===== config.mk =====
export PLATFORM = sky130hd
export DESIGN_NAME = mul_seq_ctrl
export DESIGN_NICKNAME = d
export VERILOG_FILES = /design/src/rtl/mul_seq_ctrl.sv
export SDC_FILE = /design/constraint.sdc
export NUM_CORES = 1
export LEC_CHECK = 0
export ABC_AREA = 1
export ABC_CLOCK_PERIOD_IN_PS = 1640
export BUFFER_PORTS_ARGS = -buffer_cell sky130_fd_sc_hd__buf_2
export CORE_ASPECT_RATIO = 2
export CORE_UTILIZATION = 35
export CTS_CLUSTER_SIZE = 8
export DETAILED_ROUTE_END_ITERATION = 12
export RECOVER_POWER = 25
export SLEW_MARGIN = 25
export SYNTH_ARGS = -nofsm -noshare
export SYNTH_HDL_FRONTEND = slang
export SYNTH_SLANG_ARGS = --single-unit

===== constraint.sdc =====
create_clock -name clock -period 1.64 [get_ports clock]
set_input_delay 0 -clock clock [delete_from_list [all_inputs] [get_ports clock]]
set_output_delay 0 -clock clock [all_outputs]
set_load 0.03 [all_outputs]

===== src/rtl/mul_seq_ctrl.sv =====
`timescale 1ns/1ps
`default_nettype none
// ============================================================================
//  Module      : mul_seq_ctrl
//  Description : Handshake wrapper around a sequential multiplier: latches
//                operands, holds the multiplier start level, times out a
//                stuck multiplier and buffers the product until consumed.
//  Revision    : 1.0 - initial release
// ============================================================================
module mul_seq_ctrl #(
    parameter int TIMEOUT = 40,
    parameter int CW      = 6
) (
    input  logic        clock,
    input  logic        reset,
    input  logic        in_valid,
    output logic        in_ready,
    input  logic [31:0] in_mlier,
    input  logic [31:0] in_mcand,
    output logic        mul_start,
    output logic [31:0] mul_mlier,
    output logic [31:0] mul_mcand,
    input  logic        mul_valid,
    input  logic [63:0] mul_prodt,
    output logic        out_valid,
    input  logic        out_ready,
    output logic [63:0] out_prodt,
    output logic        busy,
    output logic        err_timeout
);

    localparam logic [1:0] c_ST_IDLE = 2'd0;
    localparam logic [1:0] c_ST_RUN  = 2'd1;
    localparam logic [1:0] c_ST_CAPT = 2'd2;
    localparam logic [1:0] c_ST_HOLD = 2'd3;

    // Last RUN cycle index before the abort fires (counter starts at zero).
    localparam logic [CW-1:0] c_CNT_LAST = CW'(TIMEOUT - 1);

    logic [1:0]    r_state;
    logic [CW-1:0] r_cnt;
    logic          r_in_ready;
    logic          r_mul_start;
    logic          r_out_valid;
    logic          r_busy;
    logic          r_err_timeout;
    logic [31:0]   r_mul_mlier;
    logic [31:0]   r_mul_mcand;
    logic [63:0]   r_out_prodt;

    always_ff @(posedge clock) begin
        if (reset) begin
            r_state       <= c_ST_IDLE;
            r_cnt         <= '0;
            r_in_ready    <= 1'b1;
            r_mul_start   <= 1'b0;
            r_out_valid   <= 1'b0;
            r_busy        <= 1'b0;
            r_err_timeout <= 1'b0;
            r_mul_mlier   <= '0;
            r_mul_mcand   <= '0;
            r_out_prodt   <= '0;
        end else begin
            case (r_state)
                c_ST_IDLE: begin
                    if (in_valid) begin
                        r_mul_mlier   <= in_mlier;
                        r_mul_mcand   <= in_mcand;
                        r_cnt         <= '0;
                        r_err_timeout <= 1'b0;
                        r_state       <= c_ST_RUN;
                        r_in_ready    <= 1'b0;
                        r_mul_start   <= 1'b1;
                        r_busy        <= 1'b1;
                    end
                end
                c_ST_RUN: begin
                    r_cnt <= r_cnt + 1'b1;
                    // A done flag on the final RUN cycle still wins over abort.
                    if (mul_valid) begin
                        r_state <= c_ST_CAPT;
                    end else if (r_cnt == c_CNT_LAST) begin
                        r_err_timeout <= 1'b1;
                        r_state       <= c_ST_IDLE;
                        r_mul_start   <= 1'b0;
                        r_busy        <= 1'b0;
                        r_in_ready    <= 1'b1;
                    end
                end
                c_ST_CAPT: begin
                    // The product register settles one cycle after mul_valid.
                    r_out_prodt <= mul_prodt;
                    r_state     <= c_ST_HOLD;
                    r_mul_start <= 1'b0;
                    r_out_valid <= 1'b1;
                end
                c_ST_HOLD: begin
                    if (out_ready) begin
                        r_state     <= c_ST_IDLE;
                        r_out_valid <= 1'b0;
                        r_busy      <= 1'b0;
                        r_in_ready  <= 1'b1;
                    end
                end
                default: begin
                    r_state     <= c_ST_IDLE;
                    r_mul_start <= 1'b0;
                    r_out_valid <= 1'b0;
                    r_busy      <= 1'b0;
                    r_in_ready  <= 1'b1;
                end
            endcase
        end
    end

    assign in_ready    = r_in_ready;
    assign mul_start   = r_mul_start;
    assign mul_mlier   = r_mul_mlier;
    assign mul_mcand   = r_mul_mcand;
    assign out_valid   = r_out_valid;
    assign out_prodt   = r_out_prodt;
    assign busy        = r_busy;
    assign err_timeout = r_err_timeout;

endmodule
`default_nettype wire


Yosys cells after proc, flatten, opt, wreduce, memory -nomap -nowiden
Cells that the tools add are included.
- input port bits: 133
- output and inout bits: 133
- word-level logic and storage cells: 52
- register bits after elaboration: 141
- reductions and logical operators: 12
- multiplexer cells: 20
- add/subtract/negate cells: 1
- equal/unequal tests: 9
- operators with widths (operator ; count):
    $pmux 6 s2 ; 1
    $pmux 1 s3 ; 3
    $mux 1 ; 8
    $mux 2 ; 4
    $ne 2x2->1 const B ; 4
    $pmux 2 s4 ; 1
    $reduce_and 4->1 ; 2
    $add 6x1->6 const B ; 1
    $eq 6x6->1 const B ; 1
    $mux 6 ; 1
    $reduce_and 2->1 ; 3
    $reduce_bool 3->1 ; 2
    $reduce_and 5->1 ; 1
    $eq 2x2->1 const B ; 2
    $pmux 1 s2 ; 2
    $reduce_bool 2->1 ; 2
    $ne 3x3->1 const B ; 1
    $reduce_and 3->1 ; 1
    $eq 2x1->1 const B ; 1
    $logic_not 2->1 ; 1

Depth between registers and ports, before layout
- depth after elaboration: 4
- gate-level depth with buffers: 11

Worst setup path after synthesis
OpenSTA, ideal clock, no wires.
- kind: reg2reg
- start: register r_state[0]
- end: register r_cnt[5]
- setup slack: 0.233 ns
- arrival: 1.295 ns
- period minus slack after synthesis: 1.407 ns
- setup time: 0.113 ns
- required time: 1.527 ns
- cell stages (with the launch flop): 11
- cell sequence: dfxtp_1 > inv_1 > ha_1 > inv_2 > nor2_2 > nor2_4 > nand3_1 > nor2_1 > nand2_1 > nand2_1 > nor2_1
- longest elaborated chain between the ends: 3
- elaborated cells between the ends (all ways): 6
- ends and longest elaborated chain (element ; line ; source):
    start: declaration ; 40 ; logic [1:0] r_state;
    start signal: assignment ; 53 ; r_state <= c_ST_IDLE;
    start signal: assignment ; 71 ; r_state <= c_ST_RUN;
    start signal: assignment ; 81 ; r_state <= c_ST_CAPT;
    $eq 2x1->1 / $logic_not 2->1 (equally long branches) ; 64 ; case (r_state)
    $reduce_bool 2->1 (no source line) / $ne 2x2->1 (equally long branches) ; -- ;
    $reduce_and 2->1 (no source line) ; -- ;
    end signal: assignment ; 78 ; r_cnt <= r_cnt + 1'b1;
    end: declaration ; 41 ; logic [CW-1:0] r_cnt;
Several ways; a longest one is shown, not always the timed one.
A chain may end at the register's enable or synchronous reset.

==> results.md <==
- The core region is 14400 µm².
- The cell area that synthesis handed to floorplanning was 5120 µm².
- For the worst setup path, the data arrival time is 1.84 ns.
- The insertion delay of the later-clocked pin in the worst-skew pair is 0.41 ns.
- The delay contributed by the slowest stage of the critical path is 0.33 ns.
- The deepest level of the CTS H-tree is 4.
- The cell sitting at the root of the clock tree is a sky130_fd_sc_hd__clkbuf_16.
- The die covers 15100 µm².
- The pin count of the biggest net entering global routing is 70.
- The top cell type's share of synthesized area is 55.1%.
- The net count after synthesis is 797.
- The min-delay analysis places its worst path in the category input pin to flop.
- At the end of the flow, the number of nets in the layout was 1179.
- The die span in y is 173 µm.
- Once the floorplan was initialized, standard cells occupied 35.7% of the core.
- The minimum clock period is 1.50 ns.
- No sink is reached through more buffers than the 2 on the longest clock path.
- In the synthesized netlist, the cells that appear most often are sky130_fd_sc_hd__nor2_1, sky130_fd_sc_hd__dfxtp_1, sky130_fd_sc_hd__o21ai_0, sky130_fd_sc_hd__nand2_1, sky130_fd_sc_hd__buf_2.
- From synthesis to final layout, the design area changed by 65.4%.
- The kind of start point of the critical path is a flop.
- The number of port buffers is 265.
- Setup violations remaining at the end of the flow were counted as 0.
- The tightest slew margin relative to the limit is 71.7%.
- The placer congestion estimate is 0.893.
- On the final layout, the worst clock skew is 0.00975 ns.
- The number of synthesized flops with an enable pin is 0.
- The Yosys step of the flow raised 0 warnings.
- Along the worst path, the maximum fanout reaches 25.
- Of all flip-flops after synthesis, the portion carrying an async set or reset was 0%.
- In this run the remaining antenna-violating nets after routing total 0.
- A synthesized cell averages 7.77 µm².
- The detailed-route DRC error count is 0.
- After detailed routing, the number of vias per cell comes to 4.61.
- The final total negative setup slack is 0 ns.
- The sum of overflow across all layers after global routing is 0.
- The total chip power is 0.0147 W.
- The most prevalent standard cell on the critical path is sky130_fd_sc_hd__nor2_1.
- The synthesized design spends more area on one cell type than any other, namely sky130_fd_sc_hd__dfxtp_1.
- Across all layers, the routed design uses 5749 vias.
- The slowest stage of the critical path is the sky130_fd_sc_hd__dfxtp_2 cell.
- Setup repair after global routing left no endpoint under its margin.
- The flow ran to the end, and the final reports show no timing, DRC or antenna violations.
- The signal on the critical path passes through inv_1 -> ha_1 -> nand2_2 -> inv_4 -> clkbuf_16 -> nor2_1 -> nor2_1.
- The kind of critical path is flop to flop.
- The maximum clock frequency is 0.669 GHz.
- The sink of the worst hold path is r_cnt[1].
- In the finished design, the share of the clock period the worst path needs comes to 91.2%.
- The initialized floorplan defines 62 standard-cell rows.
- The number of global-route vias before repair came to 5663.
- The final wirelength is 16400 µm.
- Max-cap violations in this run came to 0.
- Global routing used 21.1% of the available tracks.
- TritonCTS built the clock tree.
- Synthesis inferred 141 register bits.
- The proportion of layout cells with a drive suffix above 1 is 24.1%.
- The number of sinks handled by clock tree synthesis is 141.
- The most used flip-flop cell after synthesis is sky130_fd_sc_hd__dfxtp_1.
- Measured in cells, the most critical reg-to-reg path has a length of 7.
- The depth of the worst hold-timing path is 5.
- The max-slew violation total from the final report is 0.
- The number of antenna diodes in the final layout is 0.
- After clock tree synthesis, the clock-pin slew on the worst setup and hold paths is 0.06 ns.
- The routed length per instance is 13.1 µm.
- The sequential element share of the synthesized area is 55.1%.
- The kind of end point of the critical path is a flop.
- The initial antenna violation count is 0.
- For the pin with the worst max-slew slack, the measured transition is 0.426 ns.
- Buffers inserted during clock tree synthesis total 17.
- Counting every instance in the synthesized netlist gives 659.
- The maximum ir drop on the vdd rail is 0.910 mV.
- Yosys instantiated no cell more often than sky130_fd_sc_hd__nor2_1.
- The die is 87.5 µm wide.
- The reg-to-reg setup timing slack is 0.14 ns.
- The top-level port count is 266.
- The leakage power total is 3.96 nW.
- The number of endpoints with negative hold slack in the final report came to 0.
- The first global-routing pass estimated 25500 µm of wire.
- The detailed-routing iteration count for the pre-antenna-repair pass is 4.
- The power density over the cells is 1740 nW/µm².
- The data required time of the critical path is 1.98 ns.
- Yosys attributes the largest share of cell area to sky130_fd_sc_hd__dfxtp_1, sky130_fd_sc_hd__nor2_1, sky130_fd_sc_hd__o21ai_0, sky130_fd_sc_hd__buf_2, sky130_fd_sc_hd__nand2_1.
- The number of different library cells used by synthesis comes to 22.
- The startpoint identified for the worst hold timing path is in_valid.
- The detailed router finished its first iteration with 145 violations.
- In this run the critical register-to-register path is captured at mul_mlier[10].
- The wire-length estimate of the detail-placed layout is 9790 µm.
[timing repair]
action / CTS / global route
endpoints found under the hold margin: 136 / 0
setup endpoints to repair: 0 / 53
setup buffers: 0 / 1
resized for setup: 0 / 6
hold buffers: 130 / 0
[where the power goes]
part / total [W] / switching [W] / internal, W
clock network: 0.00390 / 0.00158 / 0.00232
registers: 0.00489 / 0.000469 / 0.00442
logic: 0.00595 / 0.00416 / 0.00179
[placed cells by master (no fill, tap or decap), types with 11 or more instances in the layout]
cell / n
sky130_fd_sc_hd__dfxtp_1: 140
sky130_fd_sc_hd__clkbuf_16: 18
sky130_fd_sc_hd__nand3_1: 11
sky130_fd_sc_hd__o21ai_0: 116
sky130_fd_sc_hd__nor2_1: 267
sky130_fd_sc_hd__o21ai_1: 13
sky130_fd_sc_hd__clkbuf_1: 69
sky130_fd_sc_hd__buf_2: 197
sky130_fd_sc_hd__dlygate4sd3_1: 130
sky130_fd_sc_hd__inv_1: 15
sky130_fd_sc_hd__nand2_1: 21
[flip-flops by register name, summed over array words and instances (netlist names), named ones only]
name / flops
out_valid: 1
mul_start: 1
mul_mcand: 32
err_timeout: 1
mul_mlier: 32
busy: 1
in_ready: 1
r_cnt: 6
r_state: 1
out_prodt: 64
[how the worst max path moves through the flow]
stage | start | endpoint | slack (ns) | cells after the start
after global routing | flop | mul_mlier[7] | 0.04 | 7
after floorplan | r_state[0] | r_cnt[5] | 0.23 | 10
after CTS | flop | mul_mlier[4] | 0.04 | 7
after detailed placement | flop | mul_mlier[4] | 0.06 | 7
after global placement | flop | mul_mcand[0] | 0.11 | 7
final | flop | mul_mlier[10] | 0.14 | 7
[cell families after synthesis]
family                   after synthesis  share of synthesized area, %
AND/OR/NAND/NOR                      308                          23.4
AO/OA/AOI/OAI                        142                          14.2
flip-flops                           141                          55.1
buffers and inverters                 63                          6.04
adder cells (fa/ha/maj)                5                          1.22
[through the flow]
step | std cells | hold WS [ns] | setup slack, ns | instance area, µm² | util, %
after floorplan | 659 | 0.0691 | 0.233 | 5120 | -
after global placement | 1082 | 0.220 | 0.112 | 6600 | 46.0
after detailed placement | 1082 | 0.226 | 0.0592 | 6600 | 46.0
after global routing | 1246 | 0.0639 | 0.0425 | 8460 | 59.0
after CTS | 1244 | 0.0414 | 0.0410 | 8500 | 59.2
final | 1246 | 0.0499 | 0.144 | 8460 | 59.0
[area by class of cell]
class | instances | area [µm²]
repair buffers | 406 | 2730
fillers | 1307 | 5890
clock inverters | 13 | 155
inverters | 20 | 77.6
clock buffers | 19 | 443
flip-flops and latches | 141 | 2820
well taps | 192 | 240
multi-input cells | 455 | 2000
[layer usage]
metal  track usage, %  share of wire, %  vias up
met5                0                 0        -
met4             10.2               3.7        0
met3             5.92               6.7       45
met2             37.6                50      241
met1             22.0                40     2588
li1                 -                 -     2875
[critical path: cells and delay by family (launching register included)]
family	cells	cell delay [ns]
adder cells (fa/ha/maj)	1	0.26
AND/OR/NAND/NOR	3	0.27
buffers and inverters	3	0.56
flip-flops	1	0.33
Power figures use the tool's default switching activity.
